## src/rtl/uart_tx_buffered.sv

```systemverilog
// -----------------------------------------------------------------------------
// uart_tx_buffered
//
// UART transmitter with an internal TX FIFO, a runtime frame format and a
// runtime baud divisor. It sits between the UART CSR block and the serial pin.
//
// Frame format (chosen per frame): start bit, 5..DATA_W data bits (LSB first),
// optional even/odd parity bit, then 1 or 2 stop bits. Frames are sent back to
// back with no idle cycle between the last stop bit and the next start bit.
//
// Parameters
//   FIFO_DEPTH : TX FIFO entries (power of 2, >= 2)
//   DATA_W     : maximum data bits per frame, width of wr_data (<= 15)
//   DIV_W      : baud divisor width
//
// Ports
//   clk            : clock
//   rst_n          : synchronous active-low reset
//   cfg_baud_div   : bit period is cfg_baud_div+1 clock cycles
//   cfg_data_bits  : data bits per frame; clamped into 5..DATA_W at frame start
//   cfg_parity_en  : 1 = append a parity bit
//   cfg_parity_odd : 1 = odd parity, 0 = even parity
//   cfg_stop2      : 1 = two stop bits
//   tx_en          : 1 = allow FIFO pops / new frames
//   wr_valid       : write request into the FIFO
//   wr_data        : frame payload, LSB sent first
//   wr_ready       : FIFO not full
//   fifo_count     : occupied FIFO entries
//   txd            : serial line, idle high, registered
//   busy           : 1 whenever the frame FSM is not idle
//   tx_done        : one-cycle pulse during the final cycle of the last stop bit
// -----------------------------------------------------------------------------
module uart_tx_buffered #(
    parameter int FIFO_DEPTH = 8,
    parameter int DATA_W     = 9,
    parameter int DIV_W      = 16
) (
    input  logic                                clk,
    input  logic                                rst_n,
    input  logic [DIV_W-1:0]                    cfg_baud_div,
    input  logic [3:0]                          cfg_data_bits,
    input  logic                                cfg_parity_en,
    input  logic                                cfg_parity_odd,
    input  logic                                cfg_stop2,
    input  logic                                tx_en,
    input  logic                                wr_valid,
    input  logic [DATA_W-1:0]                   wr_data,
    output logic                                wr_ready,
    output logic [$clog2(FIFO_DEPTH+1)-1:0]     fifo_count,
    output logic                                txd,
    output logic                                busy,
    output logic                                tx_done
);

    localparam int PTR_W = $clog2(FIFO_DEPTH);
    localparam int CNT_W = $clog2(FIFO_DEPTH + 1);

    // -------------------------------------------------------------------------
    // TX FIFO
    // -------------------------------------------------------------------------
    logic [DATA_W-1:0] fifo_mem [FIFO_DEPTH];
    logic [PTR_W-1:0]  wr_ptr_reg;
    logic [PTR_W-1:0]  rd_ptr_reg;
    logic [CNT_W-1:0]  count_reg;

    logic              fifo_full;
    logic              fifo_empty;
    logic              push;
    logic              pop;
    logic [DATA_W-1:0] head_data;

    assign fifo_full  = (count_reg == CNT_W'(FIFO_DEPTH));
    assign fifo_empty = (count_reg == '0);

    // Ready depends on the occupancy only: a pop on the same edge does not
    // open a slot for a concurrent write.
    assign push = wr_valid && !fifo_full;

    // The head word is consumed directly on the pop edge, so the read is
    // asynchronous from the small storage array.
    assign head_data = fifo_mem[rd_ptr_reg];

    always_ff @(posedge clk) begin
        if (rst_n && push) begin
            fifo_mem[wr_ptr_reg] <= wr_data;
        end
    end

    // Pointers wrap naturally because FIFO_DEPTH is a power of two.
    always_ff @(posedge clk) begin
        if (!rst_n) begin
            wr_ptr_reg <= '0;
            rd_ptr_reg <= '0;
            count_reg  <= '0;
        end else begin
            if (push) begin
                wr_ptr_reg <= wr_ptr_reg + PTR_W'(1);
            end
            if (pop) begin
                rd_ptr_reg <= rd_ptr_reg + PTR_W'(1);
            end
            case ({push, pop})
                2'b10:   count_reg <= count_reg + CNT_W'(1);
                2'b01:   count_reg <= count_reg - CNT_W'(1);
                default: count_reg <= count_reg;
            endcase
        end
    end

    // -------------------------------------------------------------------------
    // Frame set-up values derived from the FIFO head and the live config.
    // They are only captured on a pop edge.
    // -------------------------------------------------------------------------
    logic [3:0]        bits_clamped;
    logic [DATA_W-1:0] head_masked;
    logic              head_parity;

    always_comb begin
        bits_clamped = cfg_data_bits;
        if (cfg_data_bits < 4'd5) begin
            bits_clamped = 4'd5;
        end else if (cfg_data_bits > 4'(DATA_W)) begin
            bits_clamped = 4'(DATA_W);
        end
    end

    // Payload bits above the configured width take no part in the parity.
    for (genvar gi = 0; gi < DATA_W; gi++) begin : g_mask
        assign head_masked[gi] = head_data[gi] & (4'(gi) < bits_clamped);
    end

    assign head_parity = (^head_masked) ^ cfg_parity_odd;

    // -------------------------------------------------------------------------
    // Frame FSM
    // -------------------------------------------------------------------------
    typedef enum logic [2:0] {
        S_IDLE,
        S_START,
        S_DATA,
        S_PARITY,
        S_STOP
    } state_t;

    state_t            state_reg;
    logic [DIV_W-1:0]  cnt_reg;        // cycles left in the current bit
    logic [DIV_W-1:0]  div_reg;        // latched divisor for this frame
    logic [DATA_W-1:0] shift_reg;      // remaining data bits, LSB next
    logic [3:0]        bits_reg;       // latched data bit count
    logic [3:0]        bit_idx_reg;    // index of the data bit on the line
    logic              parity_en_reg;
    logic              parity_bit_reg;
    logic              stop2_reg;
    logic              stop_idx_reg;   // 0 = first stop bit, 1 = second
    logic              txd_reg;
    logic              busy_reg;
    logic              tx_done_reg;

    logic              bit_end;
    logic              last_stop;
    logic              frame_end;

    assign bit_end   = (cnt_reg == '0);
    assign last_stop = !stop2_reg || stop_idx_reg;
    assign frame_end = (state_reg == S_STOP) && bit_end && last_stop;

    // A new frame starts either from idle or straight out of the last stop
    // bit of the previous frame, which gives gap-free back-to-back frames.
    assign pop = tx_en && !fifo_empty && ((state_reg == S_IDLE) || frame_end);

    always_ff @(posedge clk) begin
        if (!rst_n) begin
            state_reg      <= S_IDLE;
            cnt_reg        <= '0;
            div_reg        <= '0;
            shift_reg      <= '0;
            bits_reg       <= 4'd5;
            bit_idx_reg    <= '0;
            parity_en_reg  <= 1'b0;
            parity_bit_reg <= 1'b0;
            stop2_reg      <= 1'b0;
            stop_idx_reg   <= 1'b0;
            txd_reg        <= 1'b1;
            busy_reg       <= 1'b0;
            tx_done_reg    <= 1'b0;
        end else begin
            tx_done_reg <= 1'b0;

            if (pop) begin
                // Capture the word and the whole frame format; mid-frame
                // config changes only affect the next frame.
                state_reg      <= S_START;
                txd_reg        <= 1'b0;
                busy_reg       <= 1'b1;
                cnt_reg        <= cfg_baud_div;
                div_reg        <= cfg_baud_div;
                shift_reg      <= head_data;
                bits_reg       <= bits_clamped;
                bit_idx_reg    <= '0;
                parity_en_reg  <= cfg_parity_en;
                parity_bit_reg <= head_parity;
                stop2_reg      <= cfg_stop2;
                stop_idx_reg   <= 1'b0;
            end else begin
                case (state_reg)
                    S_IDLE: begin
                        txd_reg  <= 1'b1;
                        busy_reg <= 1'b0;
                    end

                    S_START: begin
                        if (bit_end) begin
                            state_reg   <= S_DATA;
                            cnt_reg     <= div_reg;
                            txd_reg     <= shift_reg[0];
                            shift_reg   <= shift_reg >> 1;
                            bit_idx_reg <= '0;
                        end else begin
                            cnt_reg <= cnt_reg - DIV_W'(1);
                        end
                    end

                    S_DATA: begin
                        if (bit_end) begin
                            cnt_reg <= div_reg;
                            if (bit_idx_reg == bits_reg - 4'd1) begin
                                if (parity_en_reg) begin
                                    state_reg <= S_PARITY;
                                    txd_reg   <= parity_bit_reg;
                                end else begin
                                    state_reg    <= S_STOP;
                                    txd_reg      <= 1'b1;
                                    stop_idx_reg <= 1'b0;
                                    // A one-cycle single stop bit is its own final cycle.
                                    tx_done_reg  <= !stop2_reg && (div_reg == '0);
                                end
                            end else begin
                                bit_idx_reg <= bit_idx_reg + 4'd1;
                                txd_reg     <= shift_reg[0];
                                shift_reg   <= shift_reg >> 1;
                            end
                        end else begin
                            cnt_reg <= cnt_reg - DIV_W'(1);
                        end
                    end

                    S_PARITY: begin
                        if (bit_end) begin
                            state_reg    <= S_STOP;
                            cnt_reg      <= div_reg;
                            txd_reg      <= 1'b1;
                            stop_idx_reg <= 1'b0;
                            tx_done_reg  <= !stop2_reg && (div_reg == '0);
                        end else begin
                            cnt_reg <= cnt_reg - DIV_W'(1);
                        end
                    end

                    S_STOP: begin
                        if (bit_end) begin
                            if (last_stop) begin
                                // No word to follow (a follow-on word is handled by pop).
                                state_reg <= S_IDLE;
                                busy_reg  <= 1'b0;
                                txd_reg   <= 1'b1;
                            end else begin
                                stop_idx_reg <= 1'b1;
                                cnt_reg      <= div_reg;
                                tx_done_reg  <= (div_reg == '0);
                            end
                        end else begin
                            cnt_reg <= cnt_reg - DIV_W'(1);
                            // Registered pulse: raise it one edge ahead so it
                            // lines up with the final cycle of the last stop bit.
                            tx_done_reg <= last_stop && (cnt_reg == DIV_W'(1));
                        end
                    end

                    default: begin
                        state_reg <= S_IDLE;
                        txd_reg   <= 1'b1;
                        busy_reg  <= 1'b0;
                    end
                endcase
            end
        end
    end

    // -------------------------------------------------------------------------
    // Outputs
    // -------------------------------------------------------------------------
    assign wr_ready   = !fifo_full;
    assign fifo_count = count_reg;
    assign txd        = txd_reg;
    assign busy       = busy_reg;
    assign tx_done    = tx_done_reg;

endmodule
```

## config.mk

```make
export PLATFORM = sky130hd
export DESIGN_NAME = uart_tx_buffered
export DESIGN_NICKNAME = d
export VERILOG_FILES = /design/src/rtl/uart_tx_buffered.sv
export SDC_FILE = /design/constraint.sdc
export NUM_CORES = 1
export LEC_CHECK = 0
export CORE_ASPECT_RATIO = 1.2
export CORE_MARGIN = 2
export CORE_UTILIZATION = 59
export DETAILED_ROUTE_END_ITERATION = 10
export GPL_ROUTABILITY_DRIVEN = 1
export PLACE_DENSITY = 0.8
export SLEW_MARGIN = 40
export SYNTH_ARGS = -nofsm -noshare
export SYNTH_HDL_FRONTEND = slang
export SYNTH_SLANG_ARGS = --single-unit
export TNS_END_PERCENT = 20
```

## constraint.sdc

```tcl
create_clock -name clk -period 4.54 [get_ports clk]
set_clock_uncertainty 0.15 [all_clocks]
set_input_delay 0.454 -clock clk [delete_from_list [all_inputs] [get_ports clk]]
set_output_delay 0.454 -clock clk [all_outputs]
set_load 0.005 [all_outputs]
```

# Yosys cells after proc, flatten, opt, wreduce, memory -nomap -nowiden
# Memory sizes are Yosys's and may differ from the RTL's. A register that Yosys moved wholly into a read port is not among the register bits.
# Cells that the tools add are included.
dict set report classes {
  n_eq_ne 28
  bitwise_logic 12
  mul 0
  n_div 0
  mux 57
  reduce_logical 33
  n_lt_le_gt_ge 11
  addsub 7
  shift 0
}
# operator n
set ops {}
lappend ops {{16-bit 2-to-1 mux} 4}
lappend ops {{9-bit 2-to-1 mux} 4}
lappend ops {{16-bit zero test} 2}
lappend ops {{16-bit case mux with 2 select lines} 1}
lappend ops {{3-bit 2-to-1 mux} 9}
lappend ops {{1-bit 2-to-1 mux} 26}
lappend ops {{3-bit != test, second input constant} 7}
lappend ops {{7-bit AND reduction} 3}
lappend ops {{4-bit 2-to-1 mux} 5}
lappend ops {{2-bit != test, second input constant} 10}
lappend ops {{9-bit case mux with 2 select lines} 1}
lappend ops {{16-bit by 1-bit == test with 1-bit output, second input constant} 1}
lappend ops {{3-bit by 4-bit < comparator with 1-bit output, first input constant} 4}
lappend ops {{4-bit case mux with 2 select lines} 2}
lappend ops {{16-bit by 1-bit subtractor with 16-bit output, second input constant} 1}
lappend ops {{3-bit case mux with 5 select lines} 1}
lappend ops {{1-bit AND} 9}
lappend ops {{3-bit nonzero test} 3}
lappend ops {{9-bit parity} 1}
lappend ops {{4-bit by 1-bit adder with 4-bit output, second input constant} 2}
lappend ops {{1-bit logical AND} 8}
lappend ops {{1-bit by 4-bit < comparator with 1-bit output, first input constant} 2}
lappend ops {{2-bit by 4-bit < comparator with 1-bit output, first input constant} 2}
lappend ops {{4-bit AND reduction} 2}
lappend ops {{other kinds (29)} 38}
dict set report totals {
  rom_bits 0
  in_bits 36
  mem_count 1
  mem_bits_rw 72
  elab_cells 166
  latch_bits 0
  register_bits 69
  output_inout_bits 8
}
# name words width read_ports rd_clocked_by_memory_dff wr line_no
set mem_list {}
lappend mem_list {fifo_mem 8 9 1 1 1 61} ;# logic [DATA_W-1:0] fifo_mem [FIFO_DEPTH];

# Depth between registers and ports, before layout
dict set report logic_depth {
  ltp_word 7
  mapped_depth 16
}

# Worst setup path after synthesis
# OpenSTA, ideal clock, no wires.
dict set report synth_path {
  path_kind {flip-flop to flip-flop}
  startpoint {register cnt_reg[5]}
  endpoint {register count_reg[2], in the netlist fifo_count[2]}
  t_arrival_ns 3.146
  synth_period_minus_slack_ns 3.366
  slack_ns 1.174
  n_path_buf 3
  setup_time_ns 0.070
  stages_incl_launch_ff 16
  required_time_ns 4.320
  path_cell_list {dfxtp_1 or4_1 buf_2 nor3_4 nand3_4 a21o_4 clkinv_4 buf_4 buf_4 ha_1 xor2_1 ha_1 a21oi_1 xor2_1 or3_1 a21oi_1}
}
dict set report synth_between {
  elab_chain_cells 7
  word_cells_on_any_way 9
}
# item line_no
set synth_rtl {}
lappend synth_rtl {{start: declaration} 146} ;# logic [DIV_W-1:0] cnt_reg;
lappend synth_rtl {{start signal: assignment} 195} ;# cnt_reg <= cfg_baud_div;
lappend synth_rtl {{start signal: assignment} 214} ;# cnt_reg <= div_reg;
lappend synth_rtl {{start signal: assignment} 219} ;# cnt_reg <= cnt_reg - DIV_W'(1);
lappend synth_rtl {{16-bit zero test *} 163} ;# assign bit_end = (cnt_reg == '0);
lappend synth_rtl {{1-bit logical AND * (2 in series)} 165} ;# assign frame_end = (state_reg == S_STOP) && bit_end && last_stop;
lappend synth_rtl {{1-bit logical OR *} 169} ;# assign pop = tx_en && !fifo_empty && ((state_reg == S_IDLE) || frame_end);
lappend synth_rtl {{1-bit logical AND *} 169}
lappend synth_rtl {{named net pop} 69} ;# logic pop;
lappend synth_rtl {{2-bit by 1-bit == test with 1-bit output or 2-bit == test (tied branches)} 102} ;# case ({push, pop})
lappend synth_rtl {{4-bit case mux with 2 select lines or 2-bit nonzero test (tied branches)} n/a}
lappend synth_rtl {{end signal: assignment} 103} ;# 2'b10: count_reg <= count_reg + CNT_W'(1);
lappend synth_rtl {{end signal: assignment} 104} ;# 2'b01: count_reg <= count_reg - CNT_W'(1);
lappend synth_rtl {{end signal: assignment} 105} ;# default: count_reg <= count_reg;
lappend synth_rtl {{end: declaration} 64} ;# logic [CNT_W-1:0] count_reg;
# Mark *: on every way through the listed nets, which the timed path passes. The rest lies on a longest branch.
# A chain may end at the register's enable or synchronous reset.

# Worst setup path after layout
dict set report layout_path {
  startpoint {register cnt_reg[5]}
  endpoint {register count_reg[2], in the netlist fifo_count[2]}
}
dict set report layout_between {
  elab_chain_cells 7
  word_cells_on_any_way 9
}
# item line_no
set layout_rtl {}
lappend layout_rtl {{16-bit zero test *} 163}
lappend layout_rtl {{1-bit logical AND * (2 in series)} 165}
lappend layout_rtl {{1-bit logical OR *} 169}
lappend layout_rtl {{1-bit logical AND *} 169}
lappend layout_rtl {{2-bit by 1-bit == test with 1-bit output or 2-bit == test (tied branches)} 102}
lappend layout_rtl {{4-bit case mux with 2 select lines or 2-bit nonzero test (tied branches)} n/a}
# Every way passes the cells marked *; elsewhere a longest branch is shown, timed or not.

==> results.sh <==
export IMPL_final_min_clock_period_ns=3.61
export IMPL_numCtsBuffers=17
export IMPL_crit_family="simple AND/OR/NAND/NOR gates"
export IMPL_setup_viol=0
export IMPL_synth_area_sq_mm=0.00656
export IMPL_cts_resized=0
export IMPL_fmax_mhz=277
export IMPL_crit_chain="or4_1 -> nor3_4 -> nand3_4 -> a21o_4 -> clkinv_4 -> ha_1 -> xor2_1 -> ha_1 -> a21oi_1 -> xor2_1 -> or3_1 -> a21oi_1"
export IMPL_synth_seq_cells=144
export IMPL_critical_path_class="flop to flop"
export IMPL_cts_tree="built"
export IMPL_grt_use_total_pct=24.9
export IMPL_grt_pass1_vias=4644
export IMPL_cts_max_level=4
export IMPL_final_common_cell="nand2_1"
export IMPL_synthCells=581
export IMPL_powerDensity_mw_per_mm2=680
export IMPL_clkSinkCount=144
export IMPL_crit_fanout=42
export IMPL_arrival_ns=3.81
export IMPL_worst_pin_slew_ns=0.809
export IMPL_die_height_microns=120
export IMPL_rsz0062_at_grt="false"
export IMPL_hold_class="flop to flop"
export IMPL_yosysUniqueCellTypes=59
export IMPL_placed_area_sq_mm=0.00707
export IMPL_dr_pass1_iters=5
export IMPL_hold_viol=0
export IMPL_die_x_microns=100
export IMPL_via_per_inst=6.07
export IMPL_synth_top_cell_by_area="edfxtp_1"
export IMPL_max_cap_viol_count=0
export IMPL_slowest_delay_ns=0.70
export IMPL_grt_pass1_wl_microns=22700
export IMPL_path_clk_slew_ns=0.06
export IMPL_hold_buffers=0
export IMPL_status="complete, no violations"
export IMPL_grt_remaining_overflow=0
export IMPL_r2r_slack_ns=0.93
export IMPL_postCtsSetupRepairBufs=0
export IMPL_maxSlewHeadroom_pct=46.0
export IMPL_syn_to_final_growth_pct=18.1
export IMPL_p_leak_nw=2.70
export IMPL_whs_ns=0.320
export IMPL_synth_warnings=0
export IMPL_finalMaxSlewViolations=0
export IMPL_clk_latency_ns=0.43
export IMPL_avgRoutedWirePerCell_microns=18.5
export IMPL_ys_flop_type="edfxtp_1"
export IMPL_seq_area_frac_synth_pct=54.9
export IMPL_finalCritPeriodShare_pct=79.6
export IMPL_final_cell_area_sq_mm=0.00775
export IMPL_place_hpwl_microns=9150
export IMPL_tns_ns=0
export IMPL_grt_max_degree=52
export IMPL_synth_area_leaders="edfxtp_1 (33%), dfxtp_1 (22%), mux4_2 (6.2%), nand2_1 (4.5%), a21oi_1 (3.8%)"
export IMPL_ant_nets=0
export IMPL_cp_start_kind="flop"
export IMPL_async_flop_share_pct=0
export IMPL_nNetsFinal=666
export IMPL_drive_gt1_share_pct=13.7
export IMPL_root_buffer="clkbuf_16"
export IMPL_core_sq_mm=0.0109
export IMPL_wl_microns=14100
export IMPL_rows=42
export IMPL_initial_utilization_pct=60.1
export IMPL_required_ns=4.74
export IMPL_antenna_found_initial=0
export IMPL_synth_edff_count=72
export IMPL_clockBufferDepth=2
export IMPL_final_cell_mix="nand2_1 (78), edfxtp_1 (72), dfxtp_1 (71), a21oi_1 (50), nor2_1 (45)"
export IMPL_synth_fp_nets=627
export IMPL_end_kind="flop"
export IMPL_drc=0
export IMPL_die_area_sq_mm=0.0120
export IMPL_ios=44
export IMPL_numPortBuffers=43
export IMPL_insertedDiodeCount=0
export IMPL_gp_congestion=0.830
export IMPL_synth_avg_cell_area_sq_um=11.3
export IMPL_vdd_ir_drop_max_mv=0.353
export IMPL_synth_top_area_share_pct=32.9
export IMPL_largest_register_ffs=72
export IMPL_drt_iter0_drc=315
export IMPL_cpMaxStageDelayCell="or4_1"
export IMPL_cp_num_buf_inv=1
export IMPL_vias=4644
worst register-to-register path, stage by stage (launching register included):
cell and delay (ns):
dfxtp_1 0.36, or4_1 0.70, nor3_4 0.42, nand3_4 0.14, a21o_4 0.40, clkinv_4 0.10, ha_1 0.24, xor2_1 0.18
ha_1 0.16, a21oi_1 0.05, xor2_1 0.16, or3_1 0.31, a21oi_1 0.15
cell type report:
cell class	instances	area [sq um]
clock buffer	17	425
tap	132	165
inverter	9	38.8
multi-input combinational	399	2790
timing repair buffer	49	475
sequential	144	3600
clock inverter	15	256
fill	725	3180
stage by stage:
stage | instances | power [mW] | setup slack [ns] | utilization, %
3_3_place_gp | 733 | 3.58 | 1.13 | 64.5
3_5_place_dp | 733 | 3.65 | 1.02 | 64.7
5_1_grt | 765 | 5.55 | 0.738 | 70.9
6_report | 765 | 5.27 | 0.928 | 70.9
2_1_floorplan | 581 | 3.27 | 1.17 | -
4_1_cts | 765 | 5.26 | 0.973 | 70.9
worst paths after layout:
kind,from,endpoint,cells past startpoint
min reg2reg,stop_idx_reg,stop_idx_reg,2
min,stop_idx_reg,stop_idx_reg,2
max,cnt_reg[5],fifo_count[2],12
max reg2reg,cnt_reg[5],fifo_count[2],12
cells by family (layout without fill, tap and decap cells):
group	after synthesis	count (layout)	share of synthesized area [%]
fa+ha+maj	10	10	1.91
mux	40	40	9.68
buf+inv	38	90	3.05
xor+xnor	25	25	3.98
compound gates	124	124	12.0
simple gates	200	200	14.4
flops	144	144	54.9
power by group:
part | internal, mW | leakage [nW] | switching, mW
Clock | 1.04 | 0.330 | 0.562
Sequential | 1.57 | 1.24 | 0.218
Combinational | 0.807 | 1.13 | 1.07
Total | 3.42 | 2.70 | 1.85
metal layers:
| metal | GRT usage, % | up-vias | share of wire [%] |
|---|---|---|---|
| met5 | 0 | - | 0 |
| met4 | 12.6 | 0 | 2.9 |
| met3 | 4.48 | 37 | 4.4 |
| met2 | 43.9 | 134 | 53 |
| met1 | 28.6 | 2261 | 40 |
| li1 | - | 2212 | - |
synthesized netlist by cell type, drive strengths merged (7+ instances only):
| master | instances |
|---|---|
| mux2 | 8 |
| o211ai | 11 |
| mux4 | 18 |
| ha | 10 |
| dfxtp | 72 |
| a21oi | 51 |
| mux2i | 14 |
| nor2 | 51 |
| nor3 | 18 |
| nor2b | 9 |
| a31oi | 12 |
| nand3 | 10 |
| buf | 18 |
| xnor2 | 13 |
| nor4 | 8 |
| o21ai | 24 |
| a211oi | 9 |
| clkbuf | 11 |
| nand2 | 79 |
| nand2b | 7 |
| edfxtp | 72 |
| inv | 7 |
| xor2 | 9 |
(Power assumes the default switching activity.)
